**src/rtl/mips_isa_pkg.sv**
```systemverilog
// mips_isa_pkg
//   Shared MIPS encoding constants for the instruction-word encoder.
//   Contents: field widths, primary opcodes (OP_RTYPE..OP_JAL),
//   the op_sel enumeration, and the encoder FSM state type.
package mips_isa_pkg;

    localparam int OPC_W   = 6;
    localparam int REG_W   = 5;
    localparam int SHAMT_W = 5;
    localparam int FUNCT_W = 6;
    localparam int IMM_W   = 16;
    localparam int TGT_W   = 26;
    localparam int WORD_W  = 32;

    localparam logic [OPC_W-1:0] OP_RTYPE = 6'h00;
    localparam logic [OPC_W-1:0] OP_J     = 6'h02;
    localparam logic [OPC_W-1:0] OP_JAL   = 6'h03;
    localparam logic [OPC_W-1:0] OP_BEQ   = 6'h04;
    localparam logic [OPC_W-1:0] OP_BNE   = 6'h05;
    localparam logic [OPC_W-1:0] OP_ADDI  = 6'h08;
    localparam logic [OPC_W-1:0] OP_ANDI  = 6'h0C;
    localparam logic [OPC_W-1:0] OP_ORI   = 6'h0D;
    localparam logic [OPC_W-1:0] OP_XORI  = 6'h0E;
    localparam logic [OPC_W-1:0] OP_LUI   = 6'h0F;
    localparam logic [OPC_W-1:0] OP_LW    = 6'h23;
    localparam logic [OPC_W-1:0] OP_SW    = 6'h2B;

    // Codes 12..15 are deliberately left out: they are the illegal selectors.
    typedef enum logic [3:0] {
        SEL_R    = 4'd0,
        SEL_LUI  = 4'd1,
        SEL_ADDI = 4'd2,
        SEL_ANDI = 4'd3,
        SEL_ORI  = 4'd4,
        SEL_XORI = 4'd5,
        SEL_LW   = 4'd6,
        SEL_SW   = 4'd7,
        SEL_BEQ  = 4'd8,
        SEL_BNE  = 4'd9,
        SEL_J    = 4'd10,
        SEL_JAL  = 4'd11
    } op_sel_e;

    typedef enum logic [1:0] {
        ST_IDLE   = 2'd0,
        ST_LOAD   = 2'd1,
        ST_DONE   = 2'd2,
        ST_VERIFY = 2'd3
    } enc_state_e;

endpackage

```
**src/rtl/instr_word_pack.sv**
```systemverilog
// instr_word_pack
//   Combinational packer: op_sel + instruction fields -> 32-bit MIPS word.
//   Ports: op_sel_i, rs_i, rt_i, rd_i, shamt_i, funct_i, imm16_i, target26_i (in);
//          word_o (encoded word), legal_o (0 for op_sel 12..15, word_o = 0).
module instr_word_pack
    import mips_isa_pkg::*;
(
    input  logic [3:0]         op_sel_i,
    input  logic [REG_W-1:0]   rs_i,
    input  logic [REG_W-1:0]   rt_i,
    input  logic [REG_W-1:0]   rd_i,
    input  logic [SHAMT_W-1:0] shamt_i,
    input  logic [FUNCT_W-1:0] funct_i,
    input  logic [IMM_W-1:0]   imm16_i,
    input  logic [TGT_W-1:0]   target26_i,
    output logic [WORD_W-1:0]  word_o,
    output logic               legal_o
);

    always_comb begin
        word_o  = '0;
        legal_o = 1'b1;
        case (op_sel_i)
            SEL_R:    word_o = {OP_RTYPE, rs_i, rt_i, rd_i, shamt_i, funct_i};
            SEL_LUI:  word_o = {OP_LUI, {REG_W{1'b0}}, rt_i, imm16_i}; // rs is don't-care for LUI, force 0
            SEL_ADDI: word_o = {OP_ADDI, rs_i, rt_i, imm16_i};
            SEL_ANDI: word_o = {OP_ANDI, rs_i, rt_i, imm16_i};
            SEL_ORI:  word_o = {OP_ORI,  rs_i, rt_i, imm16_i};
            SEL_XORI: word_o = {OP_XORI, rs_i, rt_i, imm16_i};
            SEL_LW:   word_o = {OP_LW,   rs_i, rt_i, imm16_i};
            SEL_SW:   word_o = {OP_SW,   rs_i, rt_i, imm16_i};
            SEL_BEQ:  word_o = {OP_BEQ,  rs_i, rt_i, imm16_i};
            SEL_BNE:  word_o = {OP_BNE,  rs_i, rt_i, imm16_i};
            SEL_J:    word_o = {OP_J,   target26_i};
            SEL_JAL:  word_o = {OP_JAL, target26_i};
            default:  legal_o = 1'b0;
        endcase
    end

endmodule

```
**src/rtl/instr_word_encoder.sv**
```systemverilog
// instr_word_encoder
//   Accepts symbolic instructions over valid/ready, packs them into MIPS words
//   and writes them sequentially into instruction memory (1 word/cycle, latency 1).
//   Ports: clk, rst_n (async low); start_i/finish_i session control;
//          in_valid_i/in_ready_o handshake with op_sel_i + field inputs;
//          mem_we_o/mem_addr_o/mem_wdata_o memory write; count_o, busy_o,
//          full_o, err_unknown_o status.
//   Optional: `define READBACK_VERIFY_EN adds mem_re_o, mem_rdata_i, verify_err_o
//   and a VERIFY state that reads back every written word (1 word/3 cycles).
module instr_word_encoder
    import mips_isa_pkg::*;
#(
    parameter int ADDR_W    = 8,
    parameter int DEPTH     = 256,
    parameter int BASE_ADDR = 0
) (
    input  logic               clk,
    input  logic               rst_n,
    input  logic               start_i,
    input  logic               finish_i,
    input  logic               in_valid_i,
    output logic               in_ready_o,
    input  logic [3:0]         op_sel_i,
    input  logic [REG_W-1:0]   rs_i,
    input  logic [REG_W-1:0]   rt_i,
    input  logic [REG_W-1:0]   rd_i,
    input  logic [SHAMT_W-1:0] shamt_i,
    input  logic [FUNCT_W-1:0] funct_i,
    input  logic [IMM_W-1:0]   imm16_i,
    input  logic [TGT_W-1:0]   target26_i,
    output logic               mem_we_o,
    output logic [ADDR_W-1:0]  mem_addr_o,
    output logic [WORD_W-1:0]  mem_wdata_o,
`ifdef READBACK_VERIFY_EN
    output logic               mem_re_o,
    input  logic [WORD_W-1:0]  mem_rdata_i,
    output logic               verify_err_o,
`endif
    output logic [ADDR_W:0]    count_o,
    output logic               busy_o,
    output logic               full_o,
    output logic               err_unknown_o
);

    localparam logic [ADDR_W:0]   DEPTH_C = (ADDR_W+1)'(DEPTH);
    localparam logic [ADDR_W:0]   CNT_ONE = (ADDR_W+1)'(1);
    localparam logic [ADDR_W-1:0] BASE_C  = ADDR_W'(BASE_ADDR);
    localparam logic [ADDR_W-1:0] ADR_ONE = ADDR_W'(1);

    enc_state_e          state_q;
    logic [ADDR_W-1:0]   addr_q;
    logic [ADDR_W:0]     count_q;
    logic [WORD_W-1:0]   wdata_q;
    logic                we_q, full_q, err_q;
    logic [WORD_W-1:0]   word;
    logic                legal, hs, fills;
    logic [ADDR_W:0]     count_inc;

    instr_word_pack u_pack (
        .op_sel_i   (op_sel_i),
        .rs_i       (rs_i),
        .rt_i       (rt_i),
        .rd_i       (rd_i),
        .shamt_i    (shamt_i),
        .funct_i    (funct_i),
        .imm16_i    (imm16_i),
        .target26_i (target26_i),
        .word_o     (word),
        .legal_o    (legal)
    );

    assign count_inc = count_q + CNT_ONE;
    // The write in flight this cycle is the one that fills memory; refuse new
    // fields now so nothing is accepted beyond DEPTH.
    assign fills      = we_q && (count_inc == DEPTH_C);
    assign in_ready_o = (state_q == ST_LOAD) && !full_q && !fills;
    assign hs         = in_valid_i && in_ready_o;

`ifdef READBACK_VERIFY_EN
    logic re_q, cmp_q, fin_q, verr_q;
    assign mem_re_o     = re_q;
    assign verify_err_o = verr_q;
    assign busy_o       = (state_q == ST_LOAD) || (state_q == ST_VERIFY);
`else
    assign busy_o       = (state_q == ST_LOAD);
`endif

    assign mem_we_o      = we_q;
    assign mem_addr_o    = addr_q;
    assign mem_wdata_o   = wdata_q;
    assign count_o       = count_q;
    assign full_o        = full_q;
    assign err_unknown_o = err_q;

    always_ff @(posedge clk or negedge rst_n) begin
        if (!rst_n) begin
            state_q <= ST_IDLE;
            addr_q  <= BASE_C;
            count_q <= '0;
            wdata_q <= '0;
            we_q    <= 1'b0;
            full_q  <= 1'b0;
            err_q   <= 1'b0;
`ifdef READBACK_VERIFY_EN
            re_q    <= 1'b0;
            cmp_q   <= 1'b0;
            fin_q   <= 1'b0;
            verr_q  <= 1'b0;
`endif
        end else begin
            we_q <= 1'b0;
            // Retire the write issued last cycle; the address saturates on the
            // last slot so it never wraps past the end of memory.
            if (we_q) begin
                count_q <= count_inc;
                if (count_inc == DEPTH_C) full_q <= 1'b1;
`ifndef READBACK_VERIFY_EN
                else                      addr_q <= addr_q + ADR_ONE;
`else
                re_q <= 1'b1;
`endif
            end
`ifdef READBACK_VERIFY_EN
            // Read-back address is the just-written one, so advance after the read.
            if (re_q) begin
                re_q  <= 1'b0;
                cmp_q <= 1'b1;
                if (!full_q) addr_q <= addr_q + ADR_ONE;
            end
            if (cmp_q) begin
                cmp_q <= 1'b0;
                if (mem_rdata_i != wdata_q) verr_q <= 1'b1;
            end
`endif
            case (state_q)
                ST_IDLE, ST_DONE: begin
                    if (start_i) begin
                        state_q <= ST_LOAD;
                        addr_q  <= BASE_C;
                        count_q <= '0;
                        full_q  <= 1'b0;
                        err_q   <= 1'b0;
`ifdef READBACK_VERIFY_EN
                        verr_q  <= 1'b0;
`endif
                    end
                end
                ST_LOAD: begin
                    if (hs) begin
                        if (legal) begin
                            we_q    <= 1'b1;
                            wdata_q <= word;
                        end else begin
                            err_q <= 1'b1;
                        end
                    end
`ifdef READBACK_VERIFY_EN
                    if (hs && legal) begin
                        state_q <= ST_VERIFY;
                        fin_q   <= finish_i;
                    end else if (finish_i) begin
                        state_q <= ST_DONE;
                    end
`else
                    if (finish_i || fills) state_q <= ST_DONE;
`endif
                end
`ifdef READBACK_VERIFY_EN
                ST_VERIFY: begin
                    if (finish_i) fin_q <= 1'b1;
                    if (re_q) state_q <= (full_q || fin_q || finish_i) ? ST_DONE : ST_LOAD;
                end
`endif
                default: state_q <= ST_IDLE;
            endcase
        end
    end

endmodule

```
**config.mk**
```make
export PLATFORM = sky130hd
export DESIGN_NAME = instr_word_encoder
export DESIGN_NICKNAME = d
export VERILOG_FILES = /design/src/rtl/mips_isa_pkg.sv /design/src/rtl/instr_word_pack.sv /design/src/rtl/instr_word_encoder.sv
export SDC_FILE = /design/constraint.sdc
export NUM_CORES = 1
export LEC_CHECK = 0
export CELL_PAD_IN_SITES_DETAIL_PLACEMENT = 0
export CELL_PAD_IN_SITES_GLOBAL_PLACEMENT = 2
export CORE_MARGIN = 2
export CORE_UTILIZATION = 28
export CTS_CLUSTER_DIAMETER = 60
export DETAILED_ROUTE_END_ITERATION = 8
export PLACE_DENSITY = 0.91
export SLEW_MARGIN = 20
export SYNTH_ARGS = -nofsm -noshare
export SYNTH_HDL_FRONTEND = slang
export SYNTH_HIERARCHICAL = 1
export SYNTH_SLANG_ARGS = --single-unit
export TNS_END_PERCENT = 10
```
**constraint.sdc**
```tcl
create_clock -name clk -period 5.4 [get_ports clk]
set_input_delay 1.08 -clock clk [delete_from_list [all_inputs] [get_ports clk]]
set_output_delay 1.08 -clock clk [all_outputs]
set_load 0.01 [all_outputs]
```
=== Word-level counts from Yosys, hierarchy flattened ===
Index checks and enable logic that the tools add are counted.

* Bits in registers: 54
* Latch bits: 0
* Memory bits (writable): 0
* ROM bits: 0
* Input port bits: 77
* Output and inout bits: 54
* Word-level logic and storage cells: 65
* Memories: 0

* $add $sub $neg: 2
* Multipliers: 0
* Div/mod/pow operators: 0
* $lt $le $gt $ge: 0
* Equality and inequality tests: 18
* Shift-type cells: 0
* Multiplexer cells: 23
* Bitwise gates (word level): 0
* Reduce and logical (&&, ||, !) cells: 15

{| class="wikitable"
|+ Operator list
! operator !! number
|-
| one-hot mux 32 bit (12 select lines) || 1
|-
| two-way mux 8 bit || 4
|-
| two-way mux 9 bit || 3
|-
| == test 4 x 3 -> 1 bit, second input constant || 4
|-
| == test 4 bit, second input constant || 4
|-
| OR reduction 12 bit || 1
|-
| two-way mux 1 bit || 11
|-
| adder 9 x 1 -> 9 bit, second input constant || 1
|-
| == test 9 bit, second input constant || 1
|-
| adder 8 x 1 -> 8 bit, second input constant || 1
|-
| == test 4 x 2 -> 1 bit, second input constant || 2
|-
| == test 4 x 1 -> 1 bit, second input constant || 1
|-
| logical AND 1 bit || 4
|-
| logical NOT 4 bit || 1
|-
| two-way mux 2 bit || 2
|-
| inequality test 2 x 1 -> 1 bit, second input constant || 2
|-
| inequality test 2 bit, second input constant || 2
|-
| one-hot mux 2 bit (2 select lines) || 1
|-
| AND reduction 4 bit || 1
|-
| AND reduction 3 bit || 1
|-
| == test 2 x 1 -> 1 bit, second input constant || 1
|-
| == test 2 bit, second input constant || 1
|-
| logical NOT 1 bit || 2
|-
| logical NOT 2 bit || 1
|-
| 5 further kinds || 5
|}

=== Longest topological paths before layout ===
Gate-level depths: netlist (run 1).

* Depth after elaboration: 8
* Mapped depth: 8
* Depth with buffers taken out: 6

=== Modules after synthesis ===
Netlist (run 1), hierarchy kept.

{| class="wikitable"
|+ By module, submodules not included
! module !! times used !! cells each !! area an instance (um^2) !! seq. area each (um^2)
|-
| instr_word_encoder || 1 || 181 || 2449.8 || 1351.3
|-
| instr_word_pack || 1 || 101 || 680.7 || 0.0
|}

=== Least setup slack after synthesis (run 1) ===
No wires, ideal clock.

* Path type: input -> register
* From: input op_sel_i[2]
* To: register wdata_q[10], in the netlist mem_wdata_o[10]
* Setup time: 125 ps
* Data arrival time: 2435 ps
* Data required time: 5275 ps
* Path slack: 2840 ps
* Stages on the path: 8
* Buffers on the path: 4
* Cell sequence: buf_2 -> clkbuf_1 -> nand2_1 -> nand3_1 -> or3_1 -> buf_6 -> buf_12 -> mux2_4

* Longest elaborated chain between the ends: 4

{| class="wikitable"
|+ RTL lines
! item !! line !! text
|-
| from (decl) || instr_word_encoder.sv:23 || <nowiki>input logic [3:0] op_sel_i,</nowiki>
|-
| == test 4 x 1 -> 1 bit, or another cell as far along || instr_word_pack.sv:23 || <nowiki>case (op_sel_i)</nowiki>
|-
| OR reduction 12 bit (no line) * || - ||
|-
| two-way mux 1 bit * || instr_word_pack.sv:23 ||
|-
| named net legal || instr_word_encoder.sv:56 || <nowiki>logic legal, hs, fills;</nowiki>
|-
| AND reduction 3 bit (no line) * || - ||
|-
| to (signal assigned) || instr_word_encoder.sv:152 || <nowiki>wdata_q <= word;</nowiki>
|-
| to (decl) || instr_word_encoder.sv:53 || <nowiki>logic [WORD_W-1:0] wdata_q;</nowiki>
|}

Mark *: on every way through the listed nets, which the timed path passes. The rest lies on a longest branch.
A chain may end at the register's enable or synchronous reset.

=== Worst setup path after layout (run 1) ===
* From: input op_sel_i[3]
* To: register wdata_q[7], in the netlist mem_wdata_o[7]

{| class="wikitable"
|+ RTL lines
! item !! line !! text
|-
| == test 4 bit, or another cell as far along || instr_word_pack.sv:23 ||
|-
| one-hot mux 32 bit (12 select lines) * || instr_word_pack.sv:23 ||
|-
| named net word[7] || instr_word_encoder.sv:55 || <nowiki>logic [WORD_W-1:0] word;</nowiki>
|}

Marked as above.

==> metrics.txt, run 1 <==
average cell area after synthesis 11.10 µm²; Total Nets Final 481; chip width 109.7 µm; share of the clock period used by the worst path 67.53%; Core Box Area 10,890 µm²; Synthesis Warnings 6; flip-flop and latch area 1351 µm²; Flop pwr share 41.3%; Post-synth EDFFs 0; Max Slew Vio Count 0; remaining global-route overflow 0; Leakage 1.952 nW; combined area of the multi-input logic cells 1588 µm²; synthesis-to-layout area growth 45.36%; Post-DP HPWL 5943 µm; critical path data required time 5.59 ns; Max-cap violations 0; internal power 1.073 mW; final hold violations 0; clock tree from TritonCTS done; worst skew pair latency 0.30 ns; total of hold buffers inserted after clock tree synthesis 0; detailed router's first-iteration violation count 77; Tightest Hold Check Type reg2reg; switching power as a share of total power 29.64%; maximum number of pins on one net before global-route repair 55; worst r2r dst mem_wdata_o[2]; largest area contributor in the netlist dfrtp_1; worst vdd ir 0.1739 mV; cell row count 38; Slew @ Worst Pin 1.008 ns; wire length of the first global-routing pass 12,660 µm; combinational cell fraction of total power 44.4%; count of vias placed by the detailed router 2,579; Hold Worst Slack 0.5178 ns; hold-critical path depth 1; Period minus WS final 3.646 ns; CTS Root Cell clkbuf_8; Max Fclk 274.2 MHz; Relative slew margins 32.81%; fillers 1,050; Vias per Instance 4.758; hold path startpoint mem_wdata_o[1]; total inserted antenna cells 0; kind of capture point of the worst setup path flop; clock skew 0.01165 ns; net switching power 0.4522 mW; post-route ant nets 0; number of buffers inserted to repair setup after CTS 0; number of levels in the clock H-tree 2; most used flip-flop cell after synthesis dfrtp_1; Overall Power 1.526 mW; register clock-pin slew on the reported worst setup and hold paths 0.10 ns; total of endpoints with negative setup slack in the final report 0; number of I/O pins 131; Hold Path End mem_wdata_o[1]; I/O Buffers 130; cell types with the largest area share after synthesis dfrtp_1 (43%), mux2_4 (14%), a221o_1 (5.1%); Reg2Reg Launch Point mem_we_o; setup TNS 0 ns; data arrival at the endpoint of the critical path 3.84 ns; CTS buffer count 5; overall fraction of global-route tracks in use 13.39%; WL/cell 14.70 µm; power density cells 335.3 nW/µm²; CTS resizes 0; Detailed Routing Iterations Pass 1 4; share of synthesized area occupied by flip-flops and latches 43.17%; DRT Wirelength 7969 µm; number of DRC violations after detailed routing 0; die height 109.7 µm; share of layout cells above drive strength 1 13.18%; starting density of the core 28.75%; worst-path maximum fanout 26; area of the mapped netlist 3131 µm²; R2R cell count 5; maximum buffer depth of the clock tree 2; unrepaired setup endpoints after global routing false; synthesized netlist net count 361; number of clock sinks 54; clock network fraction of total power 14.3%; slack of the worst reg-to-reg path 2.49 ns; async set-reset flop share out of synthesis 100.0%; Worst setup SP type input pin; Synth top area share 43.17%; synthesized instance count 282; distinct cell type count of the synthesized netlist 51; Final Core Density 41.80%; outcome finished clean; classification of the worst setup path in2reg; antenna violations before repair 0; count of state elements after synthesis 54; routability-driven placement congestion ratio 0.7935; overall die area 12,040 µm²; number of global-route vias before repair 2,630
routing by layer:
layer | track usage (%) | routed length [µm] | vias to the layer above
li1 | - | - | 1257
met1 | 15.85 | 3294 | 1219
met2 | 23.59 | 4016 | 97
met3 | 4.031 | 583 | 6
met4 | 3.345 | 74 | 0
met5 | 0 | 0 | -
sequential cells by signal, indices dropped and copies added, names as in the netlist:
| register | count |
|---|---|
| err_unknown_o | 1 |
| mem_addr_o | 8 |
| mem_we_o | 1 |
| mem_wdata_o | 32 |
| full_o | 1 |
| state_q | 2 |
| count_o | 9 |
logic make-up after synthesis:
| group | Yosys count | synth area share, % |
|---|---|---|
| AO/OA/AOI/OAI | 62 | 14.87 |
| adder cells (fa/ha/maj) | 2 | 0.7992 |
| XOR/XNOR | 10 | 2.798 |
| other | 1 | 0.1198 |
| buffers and inverters | 31 | 6.235 |
| multiplexers | 34 | 15.63 |
| AND/OR/NAND/NOR | 88 | 16.39 |
| flip-flops | 54 | 43.17 |
through the flow:
step	std cells	worst slack, ns	instance area [µm²]
4_1_cts	542	1.721	4548
5_1_grt	542	1.584	4551
3_5_place_dp	535	1.396	4468
3_3_place_gp	535	1.450	4468
6_report	542	1.754	4551
2_1_floorplan	282	2.840	3131
cells in the mapped netlist, drive strengths merged, types with 6 or more instances:
cell	number
a21oi	12
a221o	16
and2	17
buf	10
clkbuf	9
dfrtp	54
inv	12
mux2	32
nand2	11
nand3	6
nand4	6
nor2	21
o21ai	9
o22ai	7
xor2	9
worst max path at each step:
stage / startpoint / end / slack (ns) / cells after the start
final: op_sel_i[3] / mem_wdata_o[7] / 1.75 / 5
after global routing: op_sel_i[3] / mem_wdata_o[13] / 1.58 / 5
after CTS: op_sel_i[3] / mem_wdata_o[7] / 1.72 / 5
after detailed placement: op_sel_i[3] / mem_wdata_o[15] / 1.40 / 5
after global placement: op_sel_i[3] / mem_wdata_o[7] / 1.45 / 5
after floorplan: op_sel_i[2] / mem_wdata_o[10] / 2.84 / 8
area by class of cell:
| cell class | instances | share of cell area, % |
|---|---|---|
| inverter | 12 | 0.9898 |
| sequential | 54 | 29.69 |
| clock buffer | 6 | 1.595 |
| tap | 140 | 3.849 |
| multi-input combinational | 197 | 34.89 |
| timing repair buffer | 132 | 28.82 |
| clock inverter | 1 | 0.1650 |
cell usage in the layout (no fill, tap or decap), types with 2 or more instances in the layout:
cell / synthesis / routed
mux2_4: 29 / 29
o22ai_1: 6 / 6
or3_2: 1 / 2
nand2b_1: 3 / 3
a221o_1: 16 / 16
inv_1: 12 / 12
a211oi_1: 5 / 5
a22oi_1: 5 / 5
xor2_1: 9 / 9
nand3_1: 5 / 5
or3_1: 4 / 3
o21ai_0: 9 / 9
clkbuf_8: 0 / 5
nor3b_1: 2 / 2
nand2_1: 11 / 11
a21oi_1: 11 / 11
ha_1: 2 / 2
dfrtp_1: 54 / 54
o21bai_1: 5 / 5
buf_4: 1 / 2
nor2_1: 21 / 21
mux2_2: 3 / 3
nand4_1: 5 / 5
clkdlybuf4s50_1: 0 / 129
mux2i_1: 2 / 2
nor2b_1: 4 / 3
and2_1: 17 / 17
critical path: stages:
cell	delay, ns
clkdlybuf4s50_1	0.90
nor4_4	0.85
a21oi_2	0.29
a221o_1	0.45
mux2_4	0.27
power by group through the flow:
stage | Combinational [mW] | Sequential [mW] | Clock, mW
floorplan | 0.271 | 0.674 | 0
global placement | 0.679 | 0.638 | 0
detailed placement | 0.689 | 0.634 | 0
CTS | 0.688 | 0.633 | 0.229
global route | 0.728 | 0.648 | 0.247
finish | 0.678 | 0.630 | 0.218
Power figures use the tool's default switching activity.
==> run 2, diff against run 1 <==
--- a/config.mk
+++ b/config.mk
@@ -8,10 +8,10 @@
 export CELL_PAD_IN_SITES_DETAIL_PLACEMENT = 0
 export CELL_PAD_IN_SITES_GLOBAL_PLACEMENT = 2
 export CORE_MARGIN = 2
-export CORE_UTILIZATION = 28
+export CORE_UTILIZATION = 26
 export CTS_CLUSTER_DIAMETER = 60
 export DETAILED_ROUTE_END_ITERATION = 8
-export PLACE_DENSITY = 0.91
+export PLACE_DENSITY = 0.86
 export SLEW_MARGIN = 20
 export SYNTH_ARGS = -nofsm -noshare
 export SYNTH_HDL_FRONTEND = slang
==> constraint.sdc (replaced) <==
create_clock -name clk -period 3.47 [get_ports clk]
set_input_delay 0.694 -clock clk [delete_from_list [all_inputs] [get_ports clk]]
set_output_delay 0.694 -clock clk [all_outputs]
set_load 0.01 [all_outputs]
==> metrics.txt, run 2 (synthesized netlist as in run 1, its figures left out) <==
overall die area 12,930 µm²; unrepaired setup endpoints after global routing false; remaining global-route overflow 0; maximum number of pins on one net before global-route repair 33; clock skew 0.007483 ns; CTS buffer count 5; share of the clock period used by the worst path 86.29%; register clock-pin slew on the reported worst setup and hold paths 0.07 ns; number of buffers inserted to repair setup after CTS 0; number of levels in the clock H-tree 2; classification of the worst setup path reg2out; number of DRC violations after detailed routing 0; total inserted antenna cells 0; Post-DP HPWL 6166 µm; chip width 113.7 µm; worst-path maximum fanout 6; number of clock sinks 54; WL/cell 14.66 µm; count of vias placed by the detailed router 2,599; Leakage 2.027 nW; slack of the worst reg-to-reg path 0.88 ns; clock tree from TritonCTS done; Final Core Density 39.57%; Core Box Area 11,860 µm²; starting density of the core 26.39%; outcome finished clean; Hold Worst Slack 0.4503 ns; leading cell types in the layout, fill and taps excluded clkdlybuf4s50_1 (129), dfrtp_1 (54), mux2_4 (29); worst skew pair latency 0.28 ns; number of I/O pins 131; Period minus WS final 2.994 ns; count of placed standard cells in the final layout, fillers left out 555; setup TNS 0 ns; number of global-route vias before repair 2,625; Max Slew Vio Count 0; placed cell count 548; routability-driven placement congestion ratio 0.7830; flip-flop and latch area 1351 µm²; maximum buffer depth of the clock tree 2; data arrival at the endpoint of the critical path 2.30 ns; critical path data required time 2.78 ns; Detailed Routing Iterations Pass 1 4; cell row count 40; Relative slew margins 48.26%; power density cells 555.8 nW/µm²; Max Fclk 334.0 MHz; combined area of the multi-input logic cells 1588 µm²; fillers 1,165; Largest register FFs 32; Vias per Instance 4.683; overall fraction of global-route tracks in use 12.59%; antenna violations before repair 0; worst vdd ir 0.2228 mV; CTS resizes 0; Max-cap violations 0; detailed router's first-iteration violation count 128; Worst setup SP type flop; final hold violations 0; total of hold buffers inserted after clock tree synthesis 0; wire length of the first global-routing pass 13,140 µm; kind of capture point of the worst setup path output pin; most common cell after layout, fill and taps aside clkdlybuf4s50_1; die height 113.7 µm; Tightest Hold Check Type in2async; DRT Wirelength 8136 µm; post-route ant nets 0; share of layout cells above drive strength 1 14.71%; total of endpoints with negative setup slack in the final report 0; synthesis-to-layout area growth 49.92%; Slew @ Worst Pin 0.7762 ns; I/O Buffers 130; CTS Root Cell clkbuf_16; R2R cell count 7; Total Nets Final 487
==> run 2: cell types whose count changed in the layout (fill, tap and decap cells not counted), sizes merged <==
cell	before	now
bufinv	0	1
clkinvlp	1	0
buf	3	9
==> run 2: worst paths after layout <==
kind | to | from
max | in_ready_o | count_o[0]
min | count_o[6] | rst_n
max reg2reg | mem_wdata_o[1] | count_o[0]
min reg2reg | mem_wdata_o[22] | mem_wdata_o[22]
max in group asynchronous | mem_wdata_o[25] | rst_n
min in group clk | mem_wdata_o[22] | mem_wdata_o[22]
==> run 2: where the power goes <==
part / switching [mW] / leakage (nW) / internal (mW)
clock: 0.214 / 0.0829 / 0.356
combinational: 0.362 / 1.25 / 0.706
sequential: 0.139 / 0.699 / 0.831
==> run 2: final cells by class <==
class / count / area share (%)
clock inverters: 1 / 0.6398
clock buffers: 6 / 2.959
multi-input cells: 197 / 33.83
well taps: 147 / 3.919
inverters: 12 / 0.9597
repair buffers: 138 / 28.90
flip-flops and latches: 54 / 28.79
==> run 2: critical path: stages, from the launching register on <==
cell             delay [ns]
dfrtp_1                0.45
ha_1                   0.22
nand2_1                0.08
or4_4                  0.52
o22ai_4                0.15
nor3_1                 0.10
clkdlybuf4s50_1        0.49
==> run 2: per-layer routing <==
| layer | GRT usage (%) | up-vias | routed length, µm |
|---|---|---|---|
| li1 | - | 1270 | - |
| met1 | 15.74 | 1240 | 3523 |
| met2 | 21.60 | 83 | 3974 |
| met3 | 3.826 | 6 | 556 |
| met4 | 2.602 | 0 | 81 |
| met5 | 0 | - | 0 |
==> run 2: per-stage QoR <==
step,cell area [µm²],setup slack (ns),total power [mW]
2_1_floorplan,3131,1.284,1.471
3_3_place_gp,4522,0.5622,2.055
3_5_place_dp,4522,0.5221,2.061
4_1_cts,4691,0.4365,2.651
5_1_grt,4693,0.2538,2.767
6_report,4693,0.4757,2.609
